## src/rtl/sad_disparity_scheduler.sv

```systemverilog
// sad_disparity_scheduler
// Walks every (column, disparity) pair of one image row through a shared,
// pipelined SAD engine. It keeps the minimum SAD per column and streams the
// winning disparity per column through a 2-entry output FIFO.
// Optional feature macro: SAD_SKIP_INVALID_EN limits each column to the
// disparities whose matching window stays inside the row.
module sad_disparity_scheduler #(
    parameter int IMG_W     = 640,
    parameter int MAX_DISP  = 64,
    parameter int WIN       = 15,
    parameter int DATA_SIZE = 8,
    parameter int SAD_SIZE  = 16,
    parameter int MAX_OUT   = 8,
    parameter int COL_W     = $clog2(IMG_W),
    parameter int DISP_W    = $clog2(MAX_DISP)
) (
    input  logic                  clk,
    input  logic                  rst_n,
    input  logic                  row_start_valid,
    output logic                  row_start_ready,
    output logic                  sad_req_valid,
    input  logic                  sad_req_ready,
    output logic [COL_W-1:0]      sad_req_col,
    output logic [DISP_W-1:0]     sad_req_disp,
    input  logic                  sad_rsp_valid,
    input  logic [SAD_SIZE:0]     sad_rsp_sad,
    output logic                  disp_valid,
    input  logic                  disp_ready,
    output logic [COL_W-1:0]      disp_col,
    output logic [DATA_SIZE-1:0]  disp_value,
    output logic                  row_done,
    output logic                  busy
);

    localparam int HALF  = WIN >> 1;
    localparam int OUT_W = $clog2(MAX_OUT + 1);

`ifdef SAD_SKIP_INVALID_EN
    localparam bit SKIP_EN = 1'b1;
`else
    localparam bit SKIP_EN = 1'b0;
`endif

    typedef enum logic [1:0] {IDLE, ISSUE, DRAIN, DONE} state_t;

    // Highest disparity searched for a column (clipped to the row when skipping).
    function automatic logic [DISP_W-1:0] disp_limit(input logic [COL_W-1:0] col);
        int v;
        v = int'(col) - HALF;
        if (!SKIP_EN || v > MAX_DISP - 1)
            v = MAX_DISP - 1;
        if (v < 0)
            v = 0;
        return DISP_W'(v);
    endfunction

    state_t               state_reg, state_next;
    logic [COL_W-1:0]     req_col_reg;
    logic [DISP_W-1:0]    req_disp_reg;
    logic [OUT_W-1:0]     out_cnt_reg;
    logic [1:0]           cif_reg;
    logic [COL_W-1:0]     rsp_col_reg;
    logic [DISP_W-1:0]    rsp_disp_reg;
    logic [SAD_SIZE:0]    min_sad_reg, min_sad_next;
    logic [DISP_W-1:0]    best_reg, best_next;
    logic                 wr_ptr_reg, rd_ptr_reg;
    logic [1:0]           cnt_reg;

    logic room, credit, req_fire, req_last_disp, req_last_col;
    logic rsp_take, push, pop;

    // A response with nothing outstanding is a protocol error and is dropped.
    assign rsp_take      = sad_rsp_valid && (out_cnt_reg != '0);
    assign req_last_disp = (req_disp_reg == disp_limit(req_col_reg));
    assign req_last_col  = (req_col_reg == COL_W'(IMG_W - 1));
    assign room          = (out_cnt_reg < OUT_W'(MAX_OUT)) ||
                           ((out_cnt_reg == OUT_W'(MAX_OUT)) && sad_rsp_valid);
    // A new column may start only if at most one column result is pending
    // anywhere (in flight or buffered), so the 2-entry FIFO can never overflow.
    assign credit        = (req_disp_reg != '0) ||
                           (({1'b0, cif_reg} + {1'b0, cnt_reg}) < 3'd2);
    assign sad_req_valid = (state_reg == ISSUE) && room && credit;
    assign req_fire      = sad_req_valid && sad_req_ready;
    assign push          = rsp_take && (rsp_disp_reg == disp_limit(rsp_col_reg));
    assign pop           = disp_valid && disp_ready;

    assign row_start_ready = (state_reg == IDLE);
    assign busy            = (state_reg != IDLE);
    assign row_done        = (state_reg == DONE);
    assign sad_req_col     = req_col_reg;
    assign sad_req_disp    = req_disp_reg;
    assign disp_valid      = (cnt_reg != 2'd0);

    // State register.
    always_ff @(posedge clk or negedge rst_n) begin
        if (!rst_n)
            state_reg <= IDLE;
        else
            state_reg <= state_next;
    end

    // Next-state logic for the row sequence.
    always_comb begin
        state_next = state_reg;
        case (state_reg)
            IDLE:  if (row_start_valid) state_next = ISSUE;
            ISSUE: if (req_fire && req_last_col && req_last_disp) state_next = DRAIN;
            DRAIN: if ((out_cnt_reg == '0) && (cif_reg == 2'd0) &&
                       (cnt_reg == 2'd0) && !sad_rsp_valid)
                       state_next = DONE;
            DONE:  state_next = IDLE;
            default: state_next = IDLE;
        endcase
    end

    // Request cursor: column-major, disparity ascending; wraps to (0,0) after the row.
    always_ff @(posedge clk or negedge rst_n) begin
        if (!rst_n) begin
            req_col_reg  <= '0;
            req_disp_reg <= '0;
        end else if (req_fire) begin
            if (req_last_disp) begin
                req_disp_reg <= '0;
                req_col_reg  <= req_last_col ? '0 : req_col_reg + 1'b1;
            end else begin
                req_disp_reg <= req_disp_reg + 1'b1;
            end
        end
    end

    // Outstanding-request and columns-in-flight bookkeeping.
    always_ff @(posedge clk or negedge rst_n) begin
        if (!rst_n) begin
            out_cnt_reg <= '0;
            cif_reg     <= 2'd0;
        end else begin
            case ({req_fire, rsp_take})
                2'b10:   out_cnt_reg <= out_cnt_reg + 1'b1;
                2'b01:   out_cnt_reg <= out_cnt_reg - 1'b1;
                default: out_cnt_reg <= out_cnt_reg;
            endcase
            case ({req_fire && (req_disp_reg == '0), push})
                2'b10:   cif_reg <= cif_reg + 1'b1;
                2'b01:   cif_reg <= cif_reg - 1'b1;
                default: cif_reg <= cif_reg;
            endcase
        end
    end

    // Running minimum; strict less-than keeps the lowest disparity on ties.
    always_comb begin
        min_sad_next = min_sad_reg;
        best_next    = best_reg;
        if (rsp_take && ((rsp_disp_reg == '0) || (sad_rsp_sad < min_sad_reg))) begin
            min_sad_next = sad_rsp_sad;
            best_next    = rsp_disp_reg;
        end
    end

    // Response cursor and accumulator registers.
    always_ff @(posedge clk or negedge rst_n) begin
        if (!rst_n) begin
            rsp_col_reg  <= '0;
            rsp_disp_reg <= '0;
            min_sad_reg  <= '0;
            best_reg     <= '0;
        end else if (rsp_take) begin
            min_sad_reg <= min_sad_next;
            best_reg    <= best_next;
            if (push) begin
                rsp_disp_reg <= '0;
                rsp_col_reg  <= (rsp_col_reg == COL_W'(IMG_W - 1)) ? '0 : rsp_col_reg + 1'b1;
            end else begin
                rsp_disp_reg <= rsp_disp_reg + 1'b1;
            end
        end
    end

    // Output FIFO storage, one register pair per entry.
    genvar gi;
    generate
        for (gi = 0; gi < 2; gi++) begin : g_ent
            logic [COL_W-1:0]  col_reg;
            logic [DISP_W-1:0] disp_reg;
            // Capture a finished column into this slot when the write pointer selects it.
            always_ff @(posedge clk or negedge rst_n) begin
                if (!rst_n) begin
                    col_reg  <= '0;
                    disp_reg <= '0;
                end else if (push && (int'(wr_ptr_reg) == gi)) begin
                    col_reg  <= rsp_col_reg;
                    disp_reg <= best_next;
                end
            end
        end
    endgenerate

    assign disp_col   = rd_ptr_reg ? g_ent[1].col_reg : g_ent[0].col_reg;
    assign disp_value = DATA_SIZE'(rd_ptr_reg ? g_ent[1].disp_reg : g_ent[0].disp_reg);

    // FIFO pointers and occupancy; simultaneous push and pop keep the count.
    always_ff @(posedge clk or negedge rst_n) begin
        if (!rst_n) begin
            wr_ptr_reg <= 1'b0;
            rd_ptr_reg <= 1'b0;
            cnt_reg    <= 2'd0;
        end else begin
            if (push)
                wr_ptr_reg <= ~wr_ptr_reg;
            if (pop)
                rd_ptr_reg <= ~rd_ptr_reg;
            case ({push, pop})
                2'b10:   cnt_reg <= cnt_reg + 1'b1;
                2'b01:   cnt_reg <= cnt_reg - 1'b1;
                default: cnt_reg <= cnt_reg;
            endcase
        end
    end

endmodule

```

## config.mk

```make
export PLATFORM = sky130hd
export DESIGN_NAME = sad_disparity_scheduler
export DESIGN_NICKNAME = d
export VERILOG_FILES = /design/src/rtl/sad_disparity_scheduler.sv
export SDC_FILE = /design/constraint.sdc
export NUM_CORES = 1
export LEC_CHECK = 0
export CAP_MARGIN = 30
export CORE_ASPECT_RATIO = 1.75
export CORE_MARGIN = 3
export CORE_UTILIZATION = 65
export CTS_CLUSTER_SIZE = 24
export DETAILED_ROUTE_END_ITERATION = 8
export DONT_BUFFER_PORTS = 1
export GPL_ROUTABILITY_DRIVEN = 0
export PLACE_DENSITY_LB_ADDON = 0.15
export SKIP_CTS_REPAIR_TIMING = 1
export SYNTH_ARGS = -nofsm -noshare
export SYNTH_HDL_FRONTEND = slang
export SYNTH_SLANG_ARGS = --single-unit
```

## constraint.sdc

```tcl
create_clock -name clk -period 4.7 [get_ports clk]
set_input_delay 1.41 -clock clk [delete_from_list [all_inputs] [get_ports clk]]
set_output_delay 1.41 -clock clk [all_outputs]
set_load 0.01 [all_outputs]
```

==> run summary, run 1 <==
IR analysis of the VDD net gives a maximum drop of 0.407 mV. The final cell count without fillers is 581. Leaving out fill and tap cells, the most frequent cell in the layout is dfrtp_1. The total count of max-transition violations in the final report came out at 0. The data required time at the worst endpoint came out at 3.29 ns.

Counting flops with a built-in enable in the synthesized netlist gives 0. The actual transition at the worst max-transition pin is 0.755 ns. The sequential-to-total area share from yosys stat is around 50%.

The clock transition at the register clock pins on the worst setup and hold paths after CTS came out at 0.06 ns. The area of the core is 7620 um2. In the routed design, unresolved DRC markers number 0. Across all layers, the routed design uses 3562 vias. The flip-flop count of the largest register after layout is 20. Grouping stages by cell kind, the critical path spends the most delay in simple AND/OR/NAND/NOR gates. In this run the critical register-to-register path is captured at out_cnt_reg[3]. The post-synthesis share of cell area spent on and, or, nand and nor gates came out at 15.4%. The synthesized design contains 99 register bits. The clock sink total came out at 99. The cell depth of the worst hold path is 2.

The setup skew after layout came out at 0.00599 ns. In this run the critical register-to-register path is launched from sad_req_disp[0]. The H-tree generated during clock tree synthesis spans 3 levels. The worst stage delay on the critical path is 0.30 ns. The min-delay analysis places its worst path in the category reg2reg. The clock network latency to the later pin of the worst-skew pair is 0.34 ns. The highest net fanout along the worst path came out at 4.

The count of final setup violators is 0. After the first detailed-routing iteration, the DRC count stood at approximately 220. Data arrives at the worst endpoint at 2.19 ns. Summed over all nets, the half-perimeter wirelength after detailed placement is 7050 um. The antenna diode instance count came out at 0. Once detail routing completed, the nets flagged for antenna violations numbered 0. The async set or reset register ratio after synthesis came out at 100%. The cell count after synthesis is between 400 and 500. For hold timing, the worst endpoint is g_ent[1].col_reg[4].

The pre-antenna-repair detailed-routing pass consisted of 4 iterations. The synthesized area per cell came out at ~10 um2. The maximum clock insertion buffer count is 2. The most used flip-flop cell after synthesis is dfrtp_1.

The floorplan has 42 rows. The Yosys step of the flow raised 0 warnings. The final period demand of the worst path is 3.60 ns. The worst pin sits at a relative slew slack of 49.7%. The power density of the placed cells came out at 539 nW/um2.

The netlist uses 46 different library cells. The adder-cell share of the synthesized area is 8.39%. The ratio of cells with drive above 1 in the final layout is 15.4%. In the layout the commonest cells are dfrtp_1 (99), nand2_1 (70), mux2_2 (46). The multiplexer share of the synthesized area came out at around a tenth. Summing the areas of all xor and xnor instances in the mapped netlist gives 4.81% of the synthesized area. After the last flow step, the layout net total stands at around 540. After synthesis, the largest family of logic cells by area is simple AND/OR/NAND/NOR gates. The post-synthesis cell area is ~5100 um2.

The number of global-route vias before repair came out at 3694. The critical path start-end classification is in2out. The tree is rooted in a clkbuf_16. The wire length of the first global-routing pass is about 17000 um. The flow ran to the end, and the final reports show no timing, DRC or antenna violations. The worst hold path begins at g_ent[1].col_reg[4]. The internal reg-to-reg setup slack came out at 1.51 ns. For this design the top-level I/O count stands at 62. The critical path goes through nor4b_1 > o21ai_0 > nor2_1. TritonCTS built the clock tree. The final global-route overflow total came out at 0. STA classifies the critical path startpoint as an input pin.

The total global routing track utilization came out at a little under a quarter. Including well taps, the total number of placed cells is 565. The pin count of the biggest net entering global routing came out at 100.

For this configuration, the core starts out at a cell density of 66.9%. The number of antenna violations at the first check in global routing is 0. The highest attainable clock frequency is between 200 and 300 MHz. The worst setup path is captured at an output port. The accumulated negative setup slack is 0 ns.

The largest individual stage delay along the critical path comes from the cell nor2_1. The final layout contains routed wiring with a total length of 9740 um. The height of the die is 123 um.

The via count normalized by instance count is 6.13. The hold violation count in the final report is 0. Setup repair after global routing left no endpoint under its margin. The fraction of the mapped netlist area in compound gates is 8.22%. The layout overhead on the synthesized area is 7.75%. The per-cell routed wire length came out at 16.8 um.

The count of buffers added on input and output ports is 0. The number of CTS-inserted buffers is 9. Max-cap violations in this run came to 0.

The final critical-path share of the clock period is between 70% and 80%. The floorplan die area came out at about 9000 um2. The buffering stage count on the worst path with inverters included came out at 0. The count of cells along the worst register-to-register path is 14. The leakage power figure came out at ~2.6 nW.

The horizontal extent of the die came out at about 73 um.
-- cell usage after synthesis (2+ instances only) --
| master | instances | share of area, % |
|---|---|---|
| buf_2 | 2 | 0.20 |
| nand2_1 | 70 | 5.2 |
| nand4_1 | 20 | 2.5 |
| nand3_1 | 12 | 1.2 |
| a31oi_1 | 11 | 1.3 |
| inv_1 | 34 | 2.5 |
| nor3_1 | 8 | 0.79 |
| a21o_1 | 3 | 0.44 |
| or3_1 | 3 | 0.37 |
| nor4_1 | 3 | 0.37 |
| buf_6 | 2 | 0.44 |
| a211oi_2 | 2 | 0.49 |
| or4_1 | 2 | 0.29 |
| clkbuf_1 | 8 | 0.59 |
| and2_1 | 3 | 0.37 |
| ha_1 | 31 | 7.6 |
| buf_4 | 4 | 0.59 |
| o31ai_1 | 8 | 1.2 |
| a21oi_1 | 8 | 0.79 |
| o22a_1 | 2 | 0.34 |
| o21ai_0 | 24 | 2.4 |
| fa_1 | 2 | 0.79 |
| xnor2_1 | 23 | 3.9 |
| mux2_2 | 46 | 10 |
| nor2_1 | 26 | 1.9 |
| xor2_1 | 5 | 0.86 |
| and3_1 | 6 | 0.74 |
| dfrtp_1 | 99 | 49 |
| a211oi_1 | 2 | 0.29 |
-- where the power goes --
part / total (mW) / switching, mW / leakage (nW) / internal [mW]
logic: 0.894 / 0.460 / 1.17 / 0.434
registers: 1.27 / 0.219 / 1.30 / 1.05
clock network: 0.799 / 0.304 / 0.159 / 0.495
total: 2.96 / 0.983 / 2.63 / 1.98
-- metrics by stage --
step	utilization [%]	hold WS, ns	setup slack [ns]	power [mW]	instance area (um2)
3_5_place_dp	67.8	0.457	0.900	2.17	5170
6_report	72.1	0.469	1.10	2.96	5500
4_1_cts	72.1	0.473	1.11	2.98	5500
2_1_floorplan	-	0.440	1.11	1.97	5100
5_1_grt	72.1	0.496	0.955	3.16	5500
3_3_place_gp	67.8	0.452	0.972	2.11	5170
-- cells by family after synthesis --
| group | after synthesis |
|---|---|
| AO/OA/AOI/OAI | 65 |
| XOR/XNOR | 28 |
| adder cells (fa/ha/maj) | 33 |
| buffers and inverters | 51 |
| flip-flops | 99 |
| multiplexers | 46 |
| other | 1 |
| AND/OR/NAND/NOR | 163 |
-- worst reg2reg max path, cell delays in order (launching register included) --
cell and delay, ns:
dfrtp_1 0.48, inv_1 0.13, ha_1 0.16, or4b_1 0.48, a211oi_2 0.35, nor3_1 0.09
buf_4 0.19, inv_1 0.08, ha_1 0.20, ha_1 0.24, a21o_1 0.15, a21oi_1 0.16
xnor2_1 0.13, nor2_1 0.08, xnor2_1 0.13
-- final cells by class --
class                      count  area, um2
clock buffer                  12        256
clock inverter                 4       72.6
fill                         552       2120
inverter                      35        131
multi-input combinational    337       2400
sequential                    99       2480
tap                           88        110
timing repair buffer           6       45.0
-- per-layer routing --
layer / vias to the layer above / GRT usage (%) / wire length, um / share of wire (%)
li1: 1702 / - / - / -
met1: 1760 / 25.1 / 3660 / 38
met2: 82 / 43.6 / 5360 / 55
met3: 18 / 6.75 / 500 / 5.1
met4: 0 / 9.70 / 219 / 2.2
met5: - / 0 / 0 / 0
-- how the worst max path moves through the flow --
stage               depth (start not counted)              end            from  slack, ns
finish                                      3    sad_req_valid   sad_rsp_valid       1.10
detailed placement                          8  min_sad_reg[15]  sad_rsp_sad[2]       0.90
global route                                3    sad_req_valid   sad_rsp_valid       0.95
CTS                                         3    sad_req_valid   sad_rsp_valid       1.11
global placement                            8  min_sad_reg[13]  sad_rsp_sad[2]       0.97
floorplan                                  12   out_cnt_reg[3]   sad_rsp_valid       1.11
Note: power is estimated with default switching activity, not from simulation.
==> run 2: changes to the inputs <==
--- a/config.mk
+++ b/config.mk
@@ -8,7 +8,7 @@
 export CAP_MARGIN = 30
 export CORE_ASPECT_RATIO = 1.75
 export CORE_MARGIN = 3
-export CORE_UTILIZATION = 65
+export CORE_UTILIZATION = 57
 export CTS_CLUSTER_SIZE = 24
 export DETAILED_ROUTE_END_ITERATION = 8
 export DONT_BUFFER_PORTS = 1
==> constraint.sdc (replaced) <==
create_clock -name clk -period 3.1 [get_ports clk]
set_input_delay 0.93 -clock clk [delete_from_list [all_inputs] [get_ports clk]]
set_output_delay 0.93 -clock clk [all_outputs]
set_load 0.01 [all_outputs]
==> run summary, run 2 (same netlist as run 1, synthesis figures left out) <==
The actual transition at the worst max-transition pin came out at 0.743 ns (-0.0115 ns). The flip-flop count of the largest register after layout was 20 (unchanged). The ratio of cells with drive above 1 in the final layout is 16.7% (+1.3 points). Setup repair after global routing left no endpoint under its margin.

The height of the die is 131 um (+6.5%). The number of ports placed on the die boundary is 62 (unchanged). The area of all placed cells without fillers came to 5560 um2 (+1.2%). The leakage power figure is 2.66 nW (+1.2%).

The clock network latency to the later pin of the worst-skew pair is 0.34 ns (about the same). The detailed route wirelength on metal2 came out at 5310 um (-0.91%). The cell sitting at the root of the clock tree is a clkbuf_16. The pin count of the biggest net entering global routing is 100 (unchanged). The area of the core came out at 8670 um2 (+14%). The critical path start-end classification is reg2out. The overall via count from detail_route came out at 3514 (-1.3%). The highest metal layer with signal wires is met4. The final global-route overflow total is 0 (unchanged). The standard-cell row count is 45 (+7.1%).

The post-route DRC violation count is 0 (unchanged). The clock transition at the register clock pins on the worst setup and hold paths after CTS is 0.06 ns (about the same). The internal reg-to-reg setup slack came out at 0.24 ns (-1.27 ns). The number of CTS-inserted buffers came out at 9 (unchanged). The run finished with clean final reports. The highest net fanout along the worst path came out at 4 (unchanged). The wire length of the first global-routing pass was 16600 um (about the same). The total of buffers placed on input and output ports was 0 (unchanged). Leaving out fill and tap cells, the most frequent cell in the layout is dfrtp_1. The clock sink total came out at 99 (unchanged). The setup skew after layout came out at 0.00558 ns (-0.000410 ns). The floorplan die area is 10200 um2 (+13%). The number of nets in the layout came out at 553 (+1.7%). The final critical-path share of the clock period is 93.0%. The total of max-cap violations came to 0 (unchanged). The arrival time reported for the critical path endpoint is 1.95 ns (-0.24 ns). STA classifies the critical path startpoint as a flip-flop. The post-route core utilization was 64.2% (-8.0 points). The data required time at the worst endpoint is 2.17 ns (-1.12 ns).

The aggregate routed wire length came out at 9700 um (-0.49%). The antenna diode instance count came out at 0 (unchanged). The count of final setup violators came to 0 (unchanged). The number of detailed-routing iterations run before antenna repair is 4 (unchanged). The post-DP HPWL is 7100 um (+0.78%). The total count of max-transition violations in the final report is 0 (unchanged). The library cells used most frequently in the layout, excluding fill and tap cells, are dfrtp_1 (99), nand2_1 (70), mux2_2 (46). The worst hold-check path type is in2async. The layout overhead on the synthesized area came out at 9.08%. The total global routing track utilization is 20.2% (-3.7 points).

The via count normalized by instance count is 5.68 (-7.4%). The tightest slew margin relative to the limit came out at 50.4% (+0.77 points). The wire length the detailed router placed on met1 is 3780 um (+3.3%).

The number of antenna violations at the first check in global routing was 0 (unchanged). TritonCTS built the clock tree. The remaining antenna violation count came out at 0 (unchanged). The number of violations reported at the end of detailed-routing iteration 0 is 140 (-35%). In this run the critical register-to-register path is launched from sad_req_disp[0]. The overall power came out at 4.38 mW (+48%). The sort of element at the end of the critical path is an output port. The number of fillers in the final layout is 749 (+36%). The length of routed met3 wiring came out at 393 um (-21%). The starting density of the core came out at 58.8% (-8.1 points). The area of placed instances is 5270 um2 (+2.0%). The power density of the placed cells came out at 787 nW/um2 (+46%). The number of global-route vias before repair was 3549 (-3.9%). The launch point of the critical path is sad_req_disp[0]. The largest voltage drop on the vdd net was 0.478 mV (+17%). The count of H-tree levels built during CTS came out at 3 (unchanged).

The per-cell routed wire length is 15.7 um (-6.6%). The maximum clock insertion buffer count came out at 2 (unchanged). The final period demand of the worst path is 2.88 ns. The horizontal extent of the die came out at 77.5 um (+6.2%).

The accumulated negative setup slack came out at 0 ns (unchanged). Based on the critical path, the design can be clocked at up to 347 MHz. The hold violation count in the final report is 0 (unchanged).
## run 2: cell types whose count changed in the layout (fill, tap and decap cells not counted)
cell / previous run / this run
clkbuf_8: 2 / 4
clkinvlp_4: 1 / 0
clkbuf_1: 1 / 2
buf_4: 6 / 15
bufinv_16: 2 / 0
## run 2: where the power goes
group	switching [mW]	total [mW]	internal (mW)
combinational	0.718	1.42	0.703
clock	0.444	1.08	0.631
sequential	0.294	1.88	1.59
## run 2: cell type report
type / instances / area (um2) / area share (%)
Inverter: 35 / 131 / 2.36
Clock buffer: 15 / 288 / 5.17
Timing Repair Buffer: 15 / 113 / 2.02
Clock inverter: 1 / 5.00 / 0.0900
Sequential cell: 99 / 2480 / 44.5
Multi-Input combinational cell: 337 / 2400 / 43.2
Tap cell: 117 / 146 / 2.63
## run 2: critical path, stage by stage, from the launching register on
cell	delay, ns
dfrtp_1	0.38
inv_1	0.09
ha_1	0.14
or4b_1	0.49
a211oi_2	0.36
nor2_1	0.16
## run 2: metal layers
layer  up-vias  track usage, %
li1       1718               -
met1      1716            22.9
met2        64            36.3
met3        16            3.70
met4         0            8.91
met5         -               0
## run 2: worst paths after layout
path	endpoint	cells after the start
hold reg to reg	g_ent[1].col_reg[3]	2
setup / recovery	sad_req_valid	5
hold / removal	g_ent[1].disp_reg[4]	0
setup reg to reg	out_cnt_reg[3]	13
min in group clk	g_ent[1].col_reg[3]	2
max in group asynchronous	rsp_disp_reg[0]	0
## run 2: metrics by stage
stage	setup slack, ns	std cells	hold slack (ns)
2_1_floorplan	0.0726	487	0.440
3_3_place_gp	0.0449	603	0.452
3_5_place_dp	0.00485	603	0.461
4_1_cts	0.196	619	0.274
5_1_grt	0.0161	619	0.271
6_report	0.218	619	0.283
==> run 3: changes to the inputs <==
--- a/config.mk
+++ b/config.mk
@@ -5,13 +5,13 @@
 export SDC_FILE = /design/constraint.sdc
 export NUM_CORES = 1
 export LEC_CHECK = 0
+export BUFFER_PORTS_ARGS = -buffer_cell sky130_fd_sc_hd__buf_4
 export CAP_MARGIN = 30
 export CORE_ASPECT_RATIO = 1.75
 export CORE_MARGIN = 3
-export CORE_UTILIZATION = 57
+export CORE_UTILIZATION = 53
 export CTS_CLUSTER_SIZE = 24
 export DETAILED_ROUTE_END_ITERATION = 8
-export DONT_BUFFER_PORTS = 1
 export GPL_ROUTABILITY_DRIVEN = 0
 export PLACE_DENSITY_LB_ADDON = 0.15
 export SKIP_CTS_REPAIR_TIMING = 1
==> run summary, run 3 (same netlist as run 1, synthesis figures left out) <==
The flow ran to the end, and the final reports show no timing, DRC or antenna violations. The number of detailed-routing iterations run before antenna repair is 4 (unchanged). The layout overhead on the synthesized area came out at 18.6%.

The CTS root buffer is clkbuf_16. The pin count of the biggest net entering global routing came to 75 (-25%). Setup repair after global routing left no endpoint under its margin.

The flip-flop count of the largest register after layout came out at 20 (unchanged). The final global-route overflow total was 0 (unchanged). The highest attainable clock frequency came out at 336 MHz (-3.2%). The actual transition at the worst max-transition pin is 0.808 ns (+0.0641 ns). The worst hold slack across all endpoints was 0.468 ns (+0.184 ns). The standard-cell row count is 46 (+2.2%). The hold violation count in the final report is 0 (unchanged). The number of global-route vias before repair is 3926 (+11%).

The number of antenna violations at the first check in global routing was 0 (unchanged). Among all stages on the critical path, the largest delay is contributed by or4b_1. The remaining antenna violation count is 0 (unchanged). The number of placed instances with taps included is 668 (+11%).

The count of H-tree levels built during CTS is 3 (unchanged). The number of fillers in the final layout is 777 (+3.7%). The number of violations reported at the end of detailed-routing iteration 0 came out at 159 (+14%).

The worst hold path belongs to the class reg2reg. The overall via count from detail_route is 3807 (+8.3%). The ratio of cells with drive above 1 in the final layout is 25.9% (+9.2 points). The horizontal extent of the die came out at 80.2 um (+3.4%).

The antenna diode instance count is 0 (unchanged). The multi-input gate area in the final layout is 2400 um2 (unchanged). The data required time at the worst endpoint was 2.17 ns (about the same). The clock network latency to the later pin of the worst-skew pair came to 0.34 ns (about the same). The storage element area is 2480 um2 (about the same). The final cell count without fillers is 683 (+10%). The power density of the placed cells came out at 760 nW/um2 (-3.5%). The highest metal layer carrying signal wires in the routed design is met4. STA classifies the critical path endpoint as an output port.

The total of buffers placed on input and output ports is 59 (+59). The leakage power figure came to 2.98 nW (+12%). The per-cell routed wire length is 15.2 um (-3.2%). The startpoint kind of the worst setup timing path is a flip-flop. The count of final setup violators came out at 0 (unchanged). The library cell used most frequently in the layout, excluding fill and tap cells, is dfrtp_1.

The wire length of the first global-routing pass came out at 17900 um (+7.6%). The detailed route wirelength on metal2 is 5690 um (+7.2%). The critical path start-end classification is reg2out. The arrival time reported for the critical path endpoint is 2.05 ns (+0.10 ns).

The clock sink total came out at 99 (unchanged). The total count of max-transition violations in the final report is 0 (unchanged). The aggregate routed wire length came to 10400 um (+6.8%).

The height of the die came out at 136 um (+3.5%). The via count normalized by instance count was 5.57 (-1.8%). The number of ports placed on the die boundary came out at 62 (unchanged). The worst stage delay on the critical path is 0.48 ns (about the same). The largest voltage drop on the vdd net came to 0.582 mV (+22%). The number of CTS-inserted buffers came out at 9 (unchanged). The number of nets in the layout was 615 (+11%).

In the layout the commonest cells are dfrtp_1 (98), buf_4 (76), nand2_1 (70). The length of routed met3 wiring came out at 355 um (-9.7%). Walking the worst path, the cells encountered are inv_1 > ha_1 > or4b_1 > a211oi_2 > buf_4 > nor2_1 > buf_4.

TritonCTS built the clock tree. The highest net fanout along the worst path is 6 (+2). The area of the core came to 9210 um2 (+6.2%).

The cell occurring most often along the worst timing path is buf_4. The wire length the detailed router placed on met1 came out at 4070 um (+7.5%). The worst-case setup margin in the final layout came to 0.124 ns (-0.0938 ns). The post-route DRC violation count was 0 (unchanged). The total global routing track utilization is 20.7% (+0.52 points). The floorplan die area was 10900 um2 (+7.1%).

The worst setup slack before clock tree synthesis is -0.153 ns (-0.158 ns). The final period demand of the worst path is 2.98 ns (+0.0938 ns). The post-DP HPWL is 7490 um (+5.5%). The starting density of the core came out at 55.4% (-3.4 points). The clock transition at the register clock pins on the worst setup and hold paths after CTS is 0.06 ns (about the same). The setup skew after layout is 0.00655 ns (+0.000971 ns). The tightest slew margin relative to the limit is 46.2% (-4.3 points).

The total of max-cap violations came out at 0 (unchanged). The final critical-path share of the clock period is 96.0% (+3.0 points). The maximum clock insertion buffer count came out at 2 (unchanged).
## run 3: per-layer routing
layer / vias to the layer above / global-route usage (%)
li1: 1833 / -
met1: 1882 / 24.1
met2: 70 / 37.1
met3: 22 / 3.79
met4: 0 / 7.89
met5: - / 0
## run 3: critical path, delay by kind of cell, from the launching register on
| kind | cells | cell delay, ns |
|---|---|---|
| AO/OA/AOI/OAI | 1 | 0.20 |
| adder cells (fa/ha/maj) | 1 | 0.14 |
| buffers and inverters | 3 | 0.39 |
| flip-flops | 1 | 0.45 |
| AND/OR/NAND/NOR | 2 | 0.53 |
## run 3: per-stage QoR
step | TNS, ns | power [mW] | area (um2) | utilization [%]
final | 0 | 4.60 | 6050 | 65.7
after global routing | 0 | 4.93 | 6050 | 65.7
after floorplan | 0 | 2.99 | 5100 | -
after CTS | 0 | 4.65 | 6050 | 65.7
after global placement | -0.950 | 3.42 | 5750 | 62.5
after detailed placement | -3.14 | 3.50 | 5750 | 62.5
## run 3: final cells by class
cell class | count | area share (%)
clock buffer | 13 | 4.30
clock inverter | 2 | 0.579
timing repair buffer | 77 | 9.76
multi-input combinational | 337 | 39.7
inverter | 35 | 2.17
tap | 120 | 2.48
sequential | 99 | 41.0
## run 3: worst paths after layout
| kind | startpoint | end | slack, ns | cells past startpoint |
|---|---|---|---|---|
| min in group asynchronous | rst_n | min_sad_reg[12] | 0.51 | 1 |
| max in group asynchronous | rst_n | sad_req_disp[0] | 1.89 | 2 |
| hold / removal | g_ent[1].col_reg[8] | g_ent[1].col_reg[8] | 0.47 | 2 |
| hold reg to reg | g_ent[1].col_reg[8] | g_ent[1].col_reg[8] | 0.47 | 2 |
| setup / recovery | sad_req_disp[0] | sad_req_valid | 0.12 | 7 |
| setup reg to reg | sad_req_disp[0] | out_cnt_reg[3] | 0.36 | 13 |
## run 3: power by group
group | internal (mW) | switching [mW]
Sequential | 1.59 | 0.316
Clock | 0.665 | 0.452
Combinational | 0.808 | 0.767
